<file path="config.mk">
export PLATFORM = sky130hd
export DESIGN_NAME = fir_seq_mac
export DESIGN_NICKNAME = d
export VERILOG_FILES = /design/src/rtl/fir_seq_mac.sv
export SDC_FILE = /design/constraint.sdc
export NUM_CORES = 2
export LEC_CHECK = 0
export BUFFER_PORTS_ARGS = -buffer_cell sky130_fd_sc_hd__buf_4
export CAP_MARGIN = 20
export CORE_ASPECT_RATIO = 0.7
export CORE_UTILIZATION = 40
export CTS_BUF_LIST = sky130_fd_sc_hd__clkbuf_4 sky130_fd_sc_hd__clkbuf_8 sky130_fd_sc_hd__clkbuf_16
export CTS_CLUSTER_SIZE = 28
export DETAILED_ROUTE_END_ITERATION = 16
export PLACE_DENSITY = 0.63
export SLEW_MARGIN = 20
export SYNTH_ARGS = -nofsm -noshare
export SYNTH_HDL_FRONTEND = slang
export SYNTH_SLANG_ARGS = --single-unit
</file>
<file path="constraint.sdc">
create_clock -name clock -period 25.6 [get_ports clock]
set_clock_uncertainty 0.2 [all_clocks]
set_input_delay 3.84 -clock clock [delete_from_list [all_inputs] [get_ports clock]]
set_output_delay 3.84 -clock clock [all_outputs]
set_load 0.1 [all_outputs]
</file>
<file path="src/rtl/fir_seq_mac.sv">
// fir_seq_mac: sequential single-MAC FIR engine.
// Each accepted sample is written into a private delay line. The block then
// walks NTAPS coefficients from the read port of the coefficient DPRAM, one
// per cycle, and emits one rounded, saturated output sample.
// Optional build macro FIR_SAT_CNT_EN adds an 8-bit sticky saturation counter
// output (sat_cnt).
module fir_seq_mac #(
    parameter int NTAPS     = 64,
    parameter int DATA_W    = 18,
    parameter int COEF_W    = 18,
    parameter int ACC_W     = 44,
    parameter int OUT_SHIFT = 17,
    parameter int BASE_ADDR = 0
) (
    input  logic                     clock,
    input  logic                     reset,
    input  logic signed [DATA_W-1:0] din,
    input  logic                     din_valid,
    output logic                     din_ready,
    output logic [6:0]               coef_addr,
    input  logic signed [COEF_W-1:0] coef_data,
    output logic signed [DATA_W-1:0] dout,
    output logic                     dout_valid
`ifdef FIR_SAT_CNT_EN
    ,
    output logic [7:0]               sat_cnt
`endif
);

    localparam int PW = DATA_W + COEF_W;
    localparam int KW = (NTAPS > 1) ? $clog2(NTAPS) : 1;
    localparam int RS = (OUT_SHIFT > 0) ? OUT_SHIFT - 1 : 0;
    localparam logic [KW-1:0] LAST_K = KW'(NTAPS - 1);
    localparam logic [6:0] BASE7 = 7'(BASE_ADDR);
    localparam logic signed [ACC_W-1:0] RND =
        (OUT_SHIFT > 0) ? (ACC_W'(1) << RS) : '0;
    localparam logic signed [ACC_W-1:0] SAT_MAX =
        {{(ACC_W-DATA_W+1){1'b0}}, {(DATA_W-1){1'b1}}};
    localparam logic signed [ACC_W-1:0] SAT_MIN =
        {{(ACC_W-DATA_W+1){1'b1}}, {(DATA_W-1){1'b0}}};

    typedef enum logic [1:0] {IDLE, MAC, FLUSH, OUT} state_t;

    state_t state, next_state;

    logic signed [DATA_W-1:0] delay [NTAPS];
    logic [KW-1:0]            wptr;
    logic [KW-1:0]            rd_idx;
    logic [KW-1:0]            k;
    logic signed [DATA_W-1:0] x_reg;
    logic                     mac_valid;
    logic signed [ACC_W-1:0]  acc;
    logic signed [ACC_W-1:0]  acc_sum;
    logic signed [ACC_W-1:0]  rounded;
    logic signed [ACC_W-1:0]  shifted;
    logic signed [PW-1:0]     x_ext;
    logic signed [PW-1:0]     c_ext;
    logic signed [PW-1:0]     prod;
    logic                     clamp_hi;
    logic                     clamp_lo;
    logic signed [DATA_W-1:0] sat_val;

    function automatic logic [KW-1:0] wrap_inc(input logic [KW-1:0] v);
        return (v == LAST_K) ? '0 : v + 1'b1;
    endfunction

    function automatic logic [KW-1:0] wrap_dec(input logic [KW-1:0] v);
        return (v == '0) ? LAST_K : v - 1'b1;
    endfunction

    // The coefficient address follows the tap counter, which rests at 0 when idle
    assign coef_addr = BASE7 + 7'(k);

    // Full-precision product of the aligned sample/coefficient pair, then the
    // running sum, rounding, shift and saturation of the final result
    always_comb begin
        x_ext    = {{COEF_W{x_reg[DATA_W-1]}}, x_reg};
        c_ext    = {{DATA_W{coef_data[COEF_W-1]}}, coef_data};
        prod     = x_ext * c_ext;
        acc_sum  = acc + {{(ACC_W-PW){prod[PW-1]}}, prod};
        rounded  = acc_sum + RND;
        shifted  = rounded >>> OUT_SHIFT;
        clamp_hi = shifted > SAT_MAX;
        clamp_lo = shifted < SAT_MIN;
        if (clamp_hi)
            sat_val = SAT_MAX[DATA_W-1:0];
        else if (clamp_lo)
            sat_val = SAT_MIN[DATA_W-1:0];
        else
            sat_val = shifted[DATA_W-1:0];
    end

    // State register
    always_ff @(posedge clock) begin
        if (reset)
            state <= IDLE;
        else
            state <= next_state;
    end

    // Next-state logic and handshake outputs
    always_comb begin
        next_state = state;
        din_ready  = 1'b0;
        dout_valid = 1'b0;
        case (state)
            IDLE: begin
                din_ready = !reset;
                if (din_valid && !reset)
                    next_state = MAC;
            end
            MAC: begin
                if (k == LAST_K)
                    next_state = FLUSH;
            end
            FLUSH: next_state = OUT;
            OUT: begin
                dout_valid = 1'b1;
                next_state = IDLE;
            end
            default: next_state = IDLE;
        endcase
    end

    // Datapath: delay line write, tap walk, sample alignment and accumulation.
    // wptr names the slot the next sample lands in; rd_idx walks backwards
    // from the newest sample so that x[n-k] lines up with h[k].
    always_ff @(posedge clock) begin
        if (reset) begin
            for (int i = 0; i < NTAPS; i++)
                delay[i] <= '0;
            wptr      <= '0;
            rd_idx    <= '0;
            k         <= '0;
            x_reg     <= '0;
            mac_valid <= 1'b0;
            acc       <= '0;
            dout      <= '0;
        end else begin
            mac_valid <= (state == MAC);
            case (state)
                IDLE: begin
                    if (din_valid) begin
                        delay[wptr] <= din;
                        rd_idx      <= wptr;
                        wptr        <= wrap_inc(wptr);
                        acc         <= '0;
                        k           <= '0;
                    end
                end
                MAC: begin
                    x_reg  <= delay[rd_idx];
                    rd_idx <= wrap_dec(rd_idx);
                    k      <= wrap_inc(k);
                    if (mac_valid)
                        acc <= acc_sum;
                end
                FLUSH: begin
                    acc  <= acc_sum;
                    dout <= sat_val;
                end
                default: ;
            endcase
        end
    end

`ifdef FIR_SAT_CNT_EN
    // Sticky count of outputs that had to be clamped
    always_ff @(posedge clock) begin
        if (reset)
            sat_cnt <= '0;
        else if (state == FLUSH && (clamp_hi || clamp_lo) && sat_cnt != 8'hFF)
            sat_cnt <= sat_cnt + 8'd1;
    end
`endif

endmodule

</file>
# Yosys cells after proc, flatten, opt, wreduce, memory -nomap -nowiden
# Memories as Yosys holds them, arrays and structs flattened. A register that Yosys moved wholly into a read port is not among the register bits.
# Index checks and enable logic that the tools add are counted.
# word_totals
word_cells,62
inputBits,39
ff_bits,83
output_inout_bits,27
ramBits,1152
n_memories,1
# mem_list
name,words,width,rd,rd_clocked_by_memory_dff,write_ports,line_no,source
delay,64,18,1,1,64,46,logic signed [DATA_W-1:0] delay [NTAPS];
# op_classes
n_mul,1
eq_ne,9
reduce_logical,11
order_cmp,2
mux,26
addsub,5
# op_table
op,count
case mux 44 bit (3 select lines),1
two-way mux 44 bit,2
two-way mux 18 bit,3
"adder 44 x 18 -> 44 bit, second input constant",1
adder 44 bit,1
multiplier 18 x 18 -> 36 bit,1
two-way mux 6 bit,6
"greater-than comparator 27 x 18 -> 1 bit, second input constant",1
"< comparator 27 x 18 -> 1 bit, second input constant",1
case mux 6 bit (2 select lines),2
OR reduction 18 bit,1
"adder 6 x 1 -> 6 bit, second input constant",2
"equality test 6 bit, second input constant",2
two-way mux 1 bit,9
"!= test 2 bit, second input constant",4
case mux 2 bit (4 select lines),1
logical NOT 6 bit,1
AND reduction 2 bit,3
"subtractor 6 x 1 -> 6 bit, second input constant",1
"equality test 2 bit, second input constant",2
two-way mux 2 bit,2
AND reduction 3 bit,1
nonzero test 3 bit,1
"equality test 2 x 1 -> 1 bit, second input constant",1
other kinds (4),4

# Longest topological paths before layout
# logic_depth
ltp_word,6
depth_mapped,42
depth_no_buf,40

# Worst setup path before layout
# OpenSTA, ideal clock, no wires.
# synth_timing
kind,input to register
start,in coef_data[9]
end,reg dout[10]
arrival_ps,13034
slack_ps,12285
path_buffers,4
required_ps,25319
setup_time_ps,81
stages,40
path_cell_list,clkbuf_1 clkbuf_1 nand2_1 fa_1 inv_1 fa_1 inv_1 fa_1 inv_1 fa_1 fa_1 inv_1 fa_1 inv_1 ha_1 and4_1 nand4_1 o21ai_0 [... 4 more ...] o21ai_0 xnor2_1 ha_1 clkbuf_1 nand4_1 inv_1 a211oi_1 o21ai_0 a211o_1 o21ai_0 or4b_2 o211a_1 nor4_4 and3_1 xnor2_1 o32ai_4 buf_8 a211oi_2
# synth_between
elab_chain_len,6
word_cells_on_any_way,7
# synth_lines
element,line_no,source
"start, declared",21,"input logic signed [COEF_W-1:0] coef_data,"
multiplier 18 x 18 -> 36 bit *,79,prod = x_ext * c_ext;
adder 44 bit *,80,"acc_sum = acc + {{(ACC_W-PW){prod[PW-1]}}, prod};"
adder 44 x 18 -> 44 bit *,81,rounded = acc_sum + RND;
< comparator 27 x 18 -> 1 bit,84,clamp_lo = shifted < SAT_MIN;
two-way mux 18 bit,87,else if (clamp_lo)
two-way mux 18 bit *,85,if (clamp_hi)
"end signal, assigned",160,dout <= sat_val;
"end, declared",22,"output logic signed [DATA_W-1:0] dout,"
# Mark *: on every way between the ends. The rest lies on a longest branch, timed or not.
# A chain may end at the register's enable or synchronous reset.

# Worst setup path after layout
# layout_timing
start,in coef_data[0]
end,reg dout[3]
# The elaborated chain is that of the path after synthesis.

==> run metrics <==
run status finished clean; vias per inst roughly 5.5; number of search-and-repair iterations in the first detailed-routing pass 6; remaining antenna violation count after routing 0; number of core rows 129; worst setup slack after layout 11.65 ns; die boundary height 356 µm; total wirelength of the detailed-routed design 197,000 µm; unrepaired setup endpoints after global routing false; Top Registers delay: 1152 flops, acc: 44 flops; standard cell with the maximum stage delay on the critical path o32ai_4; via count of the first global-routing pass 42,700; slack of the worst reg-to-reg path 13.92 ns; area share of the largest cell type after synthesis 48.3%; maximum frequency from static timing analysis 71.7 MHz; antenna violations before repair 31; clock latency on the worst-skew pair approximately 0.74 ns; count of different cell masters after synthesis 88; Final Hold Viols 0; total congestion overflow after global routing 0; number of buffers inserted to repair setup after CTS 0; initial core utilization 40.4%; clock sink count 1,253; multi-input logic area 32,000 µm²; synth-to-layout area growth 8.75%; final worst hold slack ~0.26 ns; final weighted congestion in routability-driven placement 0.898; number of buffer cells added on primary ports 64; cell types with the largest area share after synthesis edfxtp_1 48%, mux4_2 12%, and2_1 12%; share of final-layout standard cells stronger than drive strength 1 15.2%; met1 routing resource usage after global routing roughly a third; cts repair resizes 0; dpl hpwl 128,000 µm; number of slew-limit violations in the final report 0; largest fanout on the critical path 18; most common cell in the netlist and2_1; maximum single-stage delay on the critical path approximately 0.8 ns; top cells by instance count after synthesis 1,318 x and2_1, 1,152 x edfxtp_1, 392 x inv_1; number of DRC violations after detailed-routing iteration 0 5,022; TritonCTS clock tree built; Maximum Capacitance Violations 0; global-route track usage on met3 around 4.8%; data required time at the worst endpoint between 20 and 30 ns; Setup violations, final 0; average wire length per cell after detail routing 25.6 µm; share of flip-flops with an asynchronous set or reset after synthesis 0%; buffer type at the clock tree root clkbuf_16; number of buffers created by CTS 112; register ranked first by flip-flop count delay; global-route wire length before repair approximately 290,000 µm; data arrival time of the worst path 14.34 ns; fin crit share between 50% and 60%; cell area after technology mapping between 70,000 and 80,000 µm²; post-place setup slack 11.06 ns; met2 track demand over resource in global routing between 30% and 40%; mean cell area of the mapped netlist 13.3 µm²; final critical path time including I/O delays and setup about 14 ns; most instantiated flip-flop cell in the synthesis netlist edfxtp_1; net total in the final layout 5,772; Clock transition at path regs approximately 0.070 ns; Worst Max-Slew Pin Slew 1.16 ns; post-route setup TNS 0 ns; number of buffers on the longest clock path 3; area of the core 177,000 µm²; kind of start point of the critical path input pin; maximum number of pins on one net before global-route repair about 100; dominant cell type by area after synthesis edfxtp_1; grt peak-use layer met1; Fillers 15,800; CP endpoint kind register; flip-flop count of the largest register after layout 1,152; Die X 508 µm; syn_nets a little under 6,000; number of placed I/O pins 66; worst min path class reg -> reg; Clock H-tree levels 3; Synth Warn # 0; total of flip-flops plus latches after synthesis 1,253; CP most frequent cell fa_1; critical setup path kind in -> reg; register area share after synthesis 51.1%; DRC violations left 0; post-synthesis instance total around 5,400; Relative slew margins 22.4%; total global routing track utilization 21.9%; FF+latch area 36,600 µm²; Vias 42,800; cts-stage hold buffer count 0; die footprint 181,000 µm²; count of flip-flops with a built-in enable after synthesis 1,152
critical path: cells and delay by family:
kind / cells / cell delay [ns]
XOR/XNOR: 3 / 0.66
AO/OA/AOI/OAI: 10 / 3.53
buffers and inverters: 6 / 0.59
AND/OR/NAND/NOR: 8 / 2.00
adder cells (fa/ha/maj): 8 / 3.72
cell type report:
class | count | share of cell area, %
flip-flops and latches | 1253 | 47.0
multi-input cells | 3343 | 41.1
clock buffers | 131 | 3.82
well taps | 2358 | 3.79
inverters | 392 | 1.89
repair buffers | 155 | 1.53
clock inverters | 80 | 0.795
diodes | 4 | 0.0129
per-layer routing:
metal	up-vias	share of wire, %
met1	22300	45
met5	-	0.014
met3	190	10
met4	4	1.5
li1	18500	-
met2	1761	44
logic make-up (layout without fill, tap and decap cells):
logic type / after synthesis / in the layout / synth area share (%)
flip-flops: 1253 / 1253 / 51.1
AND/OR/NAND/NOR: 2033 / 2033 / 16.3
adder cells (fa/ha/maj): 476 / 476 / 11.8
buffers and inverters: 790 / 758 / 4.17
XOR/XNOR: 92 / 92 / 1.15
multiplexers: 401 / 401 / 12.1
other: 1 / 5 / 0.00524
AO/OA/AOI/OAI: 340 / 340 / 3.40
worst paths after layout:
path | start | to | depth (start not counted)
setup / recovery | coef_data[0] | dout[3]$_SDFFE_PP0P_ | 35
hold reg to reg | acc[3]$_SDFFE_PP0P_ | acc[3]$_SDFFE_PP0P_ | 2
setup reg to reg | x_reg[11]$_SDFFE_PP0P_ | dout[3]$_SDFFE_PP0P_ | 33
hold / removal | acc[3]$_SDFFE_PP0P_ | acc[3]$_SDFFE_PP0P_ | 2
cell usage in the layout, fill, tap and decap left out, drive strengths merged, types with 54 or more instances in the layout:
master     n
and2    1318
edfxtp  1152
inv      400
mux4     373
fa       330
nor2     224
nand2    218
buf      155
ha       146
clkbuf   131
dfxtp    101
a21oi     91
or2       67
xnor2     65
clkinv    54
metrics by stage:
step                util (%)  cell area [µm²]  instances
finish                  43.9            77900       7716
global route            43.9            77900       7713
CTS                     43.9            77900       7712
detailed placement      41.9            74300       7501
global placement        41.9            74300       7501
floorplan                  -            71600       5386
Power is left out: the tool's default activity adds up to more than one toggle a clock period on the data nets, which glitch-free logic cannot reach.
